==> src/rtl/maxpool_frame_sequencer_if.sv <==
// FIFO, pool-engine and output-FIFO signals between the frame sequencer and its neighbours.
// master = sequencer side, slave = FIFO/engine/output side.
interface maxpool_frame_sequencer_if #(
    parameter int Datawidth = 16
);
    logic                 Fifo_Rd;
    logic                 Fifo_Empty;
    logic [Datawidth-1:0] Fifo_Data;
    logic [Datawidth-1:0] Pool_In;
    logic                 Pool_Valid_IN;
    logic                 Pool_CLR;
    logic                 Pool_Valid_OUT;
    logic [Datawidth-1:0] Pool_Out;
    logic [Datawidth-1:0] Out_Data;
    logic                 Out_Valid;

    modport master (
        input  Fifo_Data, Fifo_Empty, Pool_Valid_OUT, Pool_Out,
        output Fifo_Rd, Pool_In, Pool_Valid_IN, Pool_CLR, Out_Data, Out_Valid
    );

    modport slave (
        output Fifo_Data, Fifo_Empty, Pool_Valid_OUT, Pool_Out,
        input  Fifo_Rd, Pool_In, Pool_Valid_IN, Pool_CLR, Out_Data, Out_Valid
    );
endinterface

==> src/rtl/maxpool_frame_sequencer.sv <==
// Drives a streaming 3x3 max-pool engine channel by channel: clear, feed, flush, collect results.
// Defining POOL_SEQ_TIMEOUT_EN adds a result-wait watchdog that raises Error and ends the run.
module maxpool_frame_sequencer #(
    parameter int IMG_Width    = 3,
    parameter int IMG_Height   = 3,
    parameter int Datawidth    = 16,
    parameter int Stride       = 2,
    parameter int Max_Channels = 64,
    parameter int Timeout      = 1024
) (
    input  logic                              CLK,
    input  logic                              CLR,
    input  logic                              Start,
    input  logic [$clog2(Max_Channels+1)-1:0] Num_Channels,
    output logic                              Busy,
    output logic                              Done,
    output logic                              Error,
    maxpool_frame_sequencer_if.master         bus
);
    localparam int N_PIX   = IMG_Width * IMG_Height;
    localparam int N_FLUSH = IMG_Width + 1;
    localparam int N_OUT   = ((IMG_Width + Stride - 1) / Stride) * ((IMG_Height + Stride - 1) / Stride);
    localparam int CH_W    = $clog2(Max_Channels + 1);
    localparam int PIX_W   = $clog2(N_PIX + 1);
    localparam int OUT_W   = $clog2(N_OUT + 1);
    localparam int FL_W    = $clog2(N_FLUSH + 1);

    localparam logic [2:0] S_IDLE   = 3'd0;
    localparam logic [2:0] S_CLEAR  = 3'd1;
    localparam logic [2:0] S_FEED   = 3'd2;
    localparam logic [2:0] S_FLUSH  = 3'd3;
    localparam logic [2:0] S_WAIT   = 3'd4;
    localparam logic [2:0] S_NEXT   = 3'd5;
    localparam logic [2:0] S_FINISH = 3'd6;

    logic [2:0]       state;
    logic [CH_W-1:0]  num_ch;
    logic [CH_W-1:0]  ch_cnt;
    logic [CH_W-1:0]  ch_next;
    logic [PIX_W-1:0] pix_cnt;
    logic [OUT_W-1:0] out_cnt;
    logic [FL_W-1:0]  flush_cnt;
    logic             pop;
    logic             accept;
    logic             out_full;
    logic             timed_out;

    if (Timeout < 1) begin : g_timeout_check
        $error("Timeout must be at least 1");
    end

    assign pop         = (state == S_FEED) && !bus.Fifo_Empty;
    assign bus.Fifo_Rd = pop;
    assign out_full    = (out_cnt == OUT_W'(N_OUT));
    assign accept      = bus.Pool_Valid_OUT && !out_full &&
                         (state == S_FEED || state == S_FLUSH || state == S_WAIT);
    assign ch_next     = ch_cnt + 1'b1;
    assign Busy        = (state != S_IDLE);
    assign Done        = (state == S_FINISH);

`ifdef POOL_SEQ_TIMEOUT_EN
    localparam int WD_W = $clog2(Timeout + 1);
    logic [WD_W-1:0] wd_cnt;
    logic            error_q;

    assign timed_out = (state == S_WAIT) && !out_full && (wd_cnt == WD_W'(Timeout - 1));
    assign Error     = error_q;

    always_ff @(posedge CLK) begin
        if (CLR) begin
            wd_cnt  <= '0;
            error_q <= 1'b0;
        end else begin
            if (state == S_IDLE && Start)
                error_q <= 1'b0;
            else if (timed_out)
                error_q <= 1'b1;
            if (state != S_WAIT || accept)
                wd_cnt <= '0;
            else
                wd_cnt <= wd_cnt + 1'b1;
        end
    end
`else
    assign timed_out = 1'b0;
    assign Error     = 1'b0;
`endif

    always_ff @(posedge CLK) begin
        if (CLR) begin
            state             <= S_IDLE;
            num_ch            <= '0;
            ch_cnt            <= '0;
            pix_cnt           <= '0;
            out_cnt           <= '0;
            flush_cnt         <= '0;
            bus.Pool_In       <= '0;
            bus.Pool_Valid_IN <= 1'b0;
            bus.Pool_CLR      <= 1'b0;
            bus.Out_Data      <= '0;
            bus.Out_Valid     <= 1'b0;
        end else begin
            bus.Pool_Valid_IN <= 1'b0;
            bus.Pool_CLR      <= 1'b0;
            bus.Out_Valid     <= 1'b0;

            // Results are collected independently of the feed so a final pop and a result can coincide.
            if (accept) begin
                bus.Out_Data  <= bus.Pool_Out;
                bus.Out_Valid <= 1'b1;
                out_cnt       <= out_cnt + 1'b1;
            end

            case (state)
                S_IDLE: begin
                    if (Start) begin
                        num_ch <= Num_Channels;
                        ch_cnt <= '0;
                        state  <= (Num_Channels == '0) ? S_FINISH : S_CLEAR;
                    end
                end
                S_CLEAR: begin
                    bus.Pool_CLR <= 1'b1;
                    pix_cnt      <= '0;
                    out_cnt      <= '0;
                    flush_cnt    <= '0;
                    state        <= S_FEED;
                end
                S_FEED: begin
                    if (pop) begin
                        bus.Pool_In       <= bus.Fifo_Data;
                        bus.Pool_Valid_IN <= 1'b1;
                        pix_cnt           <= pix_cnt + 1'b1;
                        if (pix_cnt == PIX_W'(N_PIX - 1))
                            state <= S_FLUSH;
                    end
                end
                S_FLUSH: begin
                    bus.Pool_In       <= '0;
                    bus.Pool_Valid_IN <= 1'b1;
                    flush_cnt         <= flush_cnt + 1'b1;
                    if (flush_cnt == FL_W'(N_FLUSH - 1))
                        state <= S_WAIT;
                end
                S_WAIT: begin
                    if (timed_out)
                        state <= S_FINISH;
                    else if (out_full)
                        state <= S_NEXT;
                end
                S_NEXT: begin
                    ch_cnt <= ch_next;
                    state  <= (ch_next == num_ch) ? S_FINISH : S_CLEAR;
                end
                S_FINISH: state <= S_IDLE;
                default:  state <= S_IDLE;
            endcase
        end
    end
endmodule

==> src/flat_wrapper.sv <==
// flat-port wrapper written by rule: the top's interface ports become plain ports
module maxpool_frame_sequencer_flat 
#(
    parameter int IMG_Width    = 3,
    parameter int IMG_Height   = 3,
    parameter int Datawidth    = 16,
    parameter int Stride       = 2,
    parameter int Max_Channels = 64,
    parameter int Timeout      = 1024
)
  (CLK, CLR, Start, Num_Channels, Busy, Done, Error, bus_Fifo_Data, bus_Fifo_Empty, bus_Pool_Valid_OUT, bus_Pool_Out, bus_Fifo_Rd, bus_Pool_In, bus_Pool_Valid_IN, bus_Pool_CLR, bus_Out_Data, bus_Out_Valid);
  maxpool_frame_sequencer_if #(.Datawidth(Datawidth)) bus_i ();
  input  logic CLK;
  input  logic CLR;
  input  logic Start;
  input  logic [$clog2(Max_Channels+1)-1:0] Num_Channels;
  output logic Busy;
  output logic Done;
  output logic Error;
  input wire logic [$bits(bus_i.Fifo_Data)-1:0] bus_Fifo_Data;
  input wire logic [$bits(bus_i.Fifo_Empty)-1:0] bus_Fifo_Empty;
  input wire logic [$bits(bus_i.Pool_Valid_OUT)-1:0] bus_Pool_Valid_OUT;
  input wire logic [$bits(bus_i.Pool_Out)-1:0] bus_Pool_Out;
  output wire logic [$bits(bus_i.Fifo_Rd)-1:0] bus_Fifo_Rd;
  output wire logic [$bits(bus_i.Pool_In)-1:0] bus_Pool_In;
  output wire logic [$bits(bus_i.Pool_Valid_IN)-1:0] bus_Pool_Valid_IN;
  output wire logic [$bits(bus_i.Pool_CLR)-1:0] bus_Pool_CLR;
  output wire logic [$bits(bus_i.Out_Data)-1:0] bus_Out_Data;
  output wire logic [$bits(bus_i.Out_Valid)-1:0] bus_Out_Valid;
  assign bus_i.Fifo_Data = bus_Fifo_Data;
  assign bus_i.Fifo_Empty = bus_Fifo_Empty;
  assign bus_i.Pool_Valid_OUT = bus_Pool_Valid_OUT;
  assign bus_i.Pool_Out = bus_Pool_Out;
  assign bus_Fifo_Rd = bus_i.Fifo_Rd;
  assign bus_Pool_In = bus_i.Pool_In;
  assign bus_Pool_Valid_IN = bus_i.Pool_Valid_IN;
  assign bus_Pool_CLR = bus_i.Pool_CLR;
  assign bus_Out_Data = bus_i.Out_Data;
  assign bus_Out_Valid = bus_i.Out_Valid;
  maxpool_frame_sequencer #(.IMG_Width(IMG_Width), .IMG_Height(IMG_Height), .Datawidth(Datawidth), .Stride(Stride), .Max_Channels(Max_Channels), .Timeout(Timeout)) u_core (.CLK(CLK), .CLR(CLR), .Start(Start), .Num_Channels(Num_Channels), .Busy(Busy), .Done(Done), .Error(Error), .bus(bus_i));
endmodule
==> config.mk <==
export PLATFORM = sky130hd
export DESIGN_NAME = maxpool_frame_sequencer_flat
export DESIGN_NICKNAME = d
export VERILOG_FILES = /design/src/rtl/maxpool_frame_sequencer_if.sv /design/src/rtl/maxpool_frame_sequencer.sv /design/src/flat_wrapper.sv
export SDC_FILE = /design/constraint.sdc
export NUM_CORES = 1
export LEC_CHECK = 0
export ABC_CLOCK_PERIOD_IN_PS = 4400
export CAP_MARGIN = 20
export CORE_MARGIN = 4
export CORE_UTILIZATION = 50
export DETAILED_ROUTE_END_ITERATION = 10
export GPL_TIMING_DRIVEN = 0
export PLACE_DENSITY = 0.93
export SKIP_CTS_REPAIR_TIMING = 1
export SLEW_MARGIN = 20
export SYNTH_ARGS = -nofsm -noshare
export SYNTH_HDL_FRONTEND = slang
export SYNTH_SLANG_ARGS = --single-unit
==> constraint.sdc <==
create_clock -name CLK -period 4.4 [get_ports CLK]
set_input_delay 0.66 -clock CLK [delete_from_list [all_inputs] [get_ports CLK]]
set_output_delay 0.66 -clock CLK [all_outputs]
set_load 0.005 [all_outputs]
### Word-level counts from Yosys, hierarchy flattened

Index checks and enable logic that the tools add are counted.

* $add $sub $neg: 4
* eq/ne operators: 15
* muxes and demuxes: 19
* reduce and logical (&&, ||, !) cells: 20

Operators with widths (count)
* $pmux W16 S2: 1
* $mux W3: 7
* $pmux W3 S6: 1
* $mux W16: 1
* $pmux W7 S2: 1
* $eq A3 B3 Y1 const B: 4
* $eq A3 B2 Y1 const B: 3
* $ne A2 B2 Y1 const B: 4
* $pmux W4 S2: 1
* $reduce_and A2 Y1: 4
* $reduce_bool A2 Y1: 4
* $add A7 B1 Y7 const B: 1
* $eq A7 B7 Y1: 1
* $logic_not A7 Y1: 1
* $mux W7: 1
* $add A3 B1 Y3 const B: 2
* $pmux W3 S2: 1
* $reduce_and A5 Y1: 1
* $add A4 B1 Y4 const B: 1
* $eq A4 B4 Y1 const B: 1
* $mux W4: 1
* $eq A3 B1 Y1 const B: 1
* $logic_and A1 B1 Y1: 3
* $logic_not A3 Y1: 1
* 7 further kinds: 11

* register bits after elaboration: 62
* bits of input ports: 44
* output and inout port bits: 39

### Logic depth before layout (Yosys ltp)

* word-level depth: 5
* depth in mapped cells: 8
* depth with buffers taken out: 7

### Worst setup path after synthesis

No wires, ideal clock.

* path type: input-to-output
* start: input port bus_Fifo_Empty
* end: output port bus_Fifo_Rd
* arrival time: 1.501 ns
* required time: 3.740 ns
* slack: 2.239 ns
* stages on the path: 4
* path buffers: 1
* path through: nor3_1 nand2_1 inv_2 buf_2

* cells in the longest elaborated chain, start to end: 2

RTL lines
* start, declared: line flat_wrapper.sv:21 `input wire logic [$bits(bus_i.Fifo_Empty)-1:0] bus_Fifo_Empty;`
* $logic_not A1 Y1: line maxpool_frame_sequencer.sv:52 `assign pop = (state == S_FEED) && !bus.Fifo_Empty;`
* $logic_and A1 B1 Y1: line maxpool_frame_sequencer.sv:52
* end, declared: line flat_wrapper.sv:24 `output wire logic [$bits(bus_i.Fifo_Rd)-1:0] bus_Fifo_Rd;`

No other way between the ends.

### Worst setup path in the final report

Ends and elaborated chain as after synthesis.

==> key figures <==
Status
  • Run status: finished, final reports clean

Timing
  • Max-slew violation count: 0
  • Min cycle time layout: roughly 3600 ps
  • RSZ-0062 raised after global routing: no
  • Slew @ Worst Pin: between 600 and 700 ps
  • Hold Slack: approximately 470 ps
  • Max-Slew Margin vs Limit: 0.548
  • Max frequency: 279 MHz
  • Setup violators final: 0
  • Fin crit share: 0.815
  • Setup TNS: 0 ps
  • Final hold violation count: 0
  • Clock Skews: between 5 and 6 ps

Synth
  • Ys async rst share: 0
  • Cell variety after synth: between 40 and 50
  • Sequential area share after synthesis: 0.447
  • Synthesized area per cell: between 8 and 9 um2
  • Post-synthesis cell area: approximately 2800 um2
  • Dominant register cell in the synthesized netlist: dfxtp_1
  • Yosys warnings: 0
  • Synthesized instance count: between 300 and 400
  • Post-synth EDFFs: 0
  • Synthesis-stage register bit count: slightly above 60
  • Syn Nets: between 300 and 400

Clock tree
  • Num CTS Buffers: 9
  • H-Tree Depth: 3
  • Clock Pin Slew Worst Setup and Hold Paths: 70 ps
  • Clock Tree Root: clkbuf_8
  • Clock sink total: a little over 60
  • Max clock buf depth: 2
  • CTS tree: built
  • Clock Latency Late Sink: 340 ps

Worst setup path
  • WP data required: between 3000 and 4000 ps
  • Kind of critical path: in -> out
  • Sequence of cells on the critical path: clkdlybuf4s50_1 > nor3_1 > nand2_1 > inv_2 > buf_2 > clkdlybuf4s50_1
  • Worst path most repeated cell: clkdlybuf4s50_1
  • Slowest stage delay, CP: approximately 560 ps
  • CP arrival: approximately 3000 ps
  • Endpoint class of the critical path: output port
  • Critical Path Start Type: primary input
  • Worst-path fanout max: 10
  • CP max stage cell: clkdlybuf4s50_1

Flow run
  • Max-Cap Viols: 0

Pwr
  • Worst vdd ir: around 0.28 mV
  • Leak Pwr: 1.55 nW
  • Cell Pwr Density: between 300 and 400 nW/um2
  • Final total power: 1.37 mW

Final layout
  • Antenna Cells: 0
  • Share of layout cells above drive strength 1: 0.0699
  • Final Util: 0.738
  • Post-route insts no fill: approximately 500
  • Layout Nets: between 400 and 500
  • Layout area overhead: 39.3%
  • Filler cells: ~370

Worst hold path
  • Min-delay worst type: reg -> reg

Global routing
  • Tot GR Track Use: 0.237
  • Largest net degree at the start of global routing: 11
  • Vias in the first global route: approximately 2800
  • First-pass GRT wire length: 12100 um
  • Gr ovfl total: 0
  • Antenna violations before repair: 0

Drt
  • Post-route ant nets: 0
  • Vias post-DR: about 2700
  • Pre-antenna DRT Iters: 5
  • Post-route DRC: 0
  • Routed len/inst: about 15 um
  • Via-to-Cell Ratio: 5.32
  • Initial drt markers: about 140
  • Post-Route WL: around 7400 um

Die
  • Chip height: between 80 and 90 um
  • # IOs: 83
  • # rows: 26
  • Core Area: 5240 um2
  • Full die area: 6800 um2
  • Die width: just over 80 um
  • Starting Density: 0.530

Placement
  • Routability cong.: 0.868
  • PortBufs: 80
  • DPL Wire Length: between 5000 and 6000 um
  • Placed Instances: around 480
final cells by class:
cell class | instances | area, um2 | share of cell area
Timing Repair Buffer | 80 | 801 | 0.207
Buffer | 24 | 104 | 0.0269
Clock inverter | 5 | 75.1 | 0.0194
Clock buffer | 10 | 128 | 0.0330
Inverter | 9 | 33.8 | 0.00874
Sequential cell | 62 | 1240 | 0.321
Multi-Input combinational cell | 239 | 1400 | 0.361
Tap cell | 70 | 87.6 | 0.0227
logic make-up after synthesis:
family                   after synthesis  share of synthesized area
other                                  1                    0.00135
multiplexers                          18                     0.0654
AND/OR/NAND/NOR                      139                      0.231
XOR/XNOR                              12                     0.0379
flip-flops                            62                      0.447
AO/OA/AOI/OAI                         62                      0.136
adder cells (fa/ha/maj)                7                     0.0316
buffers and inverters                 33                     0.0496
routing by layer:
metal / up-vias / wire (um) / global-route usage
met3: 12 / 681 / 0.0965
met5: - / 0 / 0
met4: 0 / 112 / 0.105
met1: 1241 / 2750 / 0.240
met2: 86 / 3830 / 0.423
li1: 1316 / - / -
cell usage in the layout, fill, tap and decap left out, drive strengths merged, types with 2 or more instances in the layout:
cell | netlist | layout
nand3b | 2 | 2
inv | 9 | 9
o21ai | 6 | 6
nand4 | 2 | 2
dfxtp | 62 | 62
xor2 | 6 | 6
nor3 | 5 | 5
o21bai | 3 | 3
a21oi | 36 | 36
nand4b | 2 | 2
nand3 | 14 | 14
or3 | 2 | 2
and3 | 2 | 2
nor2 | 39 | 39
buf | 10 | 10
nand2b | 3 | 3
a31oi | 4 | 4
ha | 7 | 7
bufinv | 0 | 2
clkdlybuf4s50 | 0 | 80
clkinv | 0 | 3
or4 | 2 | 2
a211o | 2 | 2
nor4 | 3 | 3
xnor2 | 6 | 6
a22oi | 2 | 2
nand2 | 56 | 56
nor2b | 3 | 3
mux2i | 17 | 17
clkbuf | 14 | 24
and3b | 2 | 2
state kept, by name, indices dropped and copies added (netlist names), 3 cells and up:
| register | cells |
|---|---|
| u_core.pix_cnt | 4 |
| u_core.flush_cnt | 3 |
| u_core.out_cnt | 3 |
| u_core.num_ch | 7 |
| u_core.state | 3 |
| u_core.ch_cnt | 7 |
| u_core.bus.Pool_In | 16 |
| u_core.bus.Out_Data | 16 |
critical path, delay by kind of cell:
| family | cells | cell delay (ps) |
|---|---|---|
| AND/OR/NAND/NOR | 2 | 740 |
| buffers and inverters | 4 | 1530 |
final timing paths:
| check | startpoint | end | slack, ps | cells past startpoint |
|---|---|---|---|---|
| setup / recovery | bus_Fifo_Empty | bus_Fifo_Rd | 810 | 6 |
| hold / removal | u_core.bus.Pool_In[15] | u_core.bus.Pool_In[15] | 470 | 2 |
| setup reg to reg | u_core.ch_cnt[0] | u_core.state[2] | 2150 | 7 |
| hold reg to reg | u_core.bus.Pool_In[15] | u_core.bus.Pool_In[15] | 470 | 2 |
synthesized netlist by cell type (all sizes together), types with 4 or more instances:
master	count	share of area
nor3	5	0.0090
dfxtp	62	0.45
xor2	6	0.019
nand2	56	0.076
nor2	39	0.053
o21ai	6	0.011
nand3	14	0.027
a21oi	36	0.065
xnor2	6	0.019
ha	7	0.032
buf	10	0.018
inv	9	0.012
clkbuf	14	0.019
mux2i	17	0.061
a31oi	4	0.0090
per-stage QoR:
| step | setup slack, ps | cell area, um2 |
|---|---|---|
| 5_1_grt | 697 | 3860 |
| 2_1_floorplan | 2240 | 2770 |
| 4_1_cts | 828 | 3860 |
| 3_3_place_gp | 926 | 3660 |
| 3_5_place_dp | 839 | 3660 |
| 6_report | 814 | 3860 |
where the power goes:
group          switching, mW  internal [mW]
combinational          0.115          0.117
sequential            0.0187          0.588
clock                  0.216          0.313
total                  0.350           1.02
No activity file was read; power rests on OpenSTA's default activity.
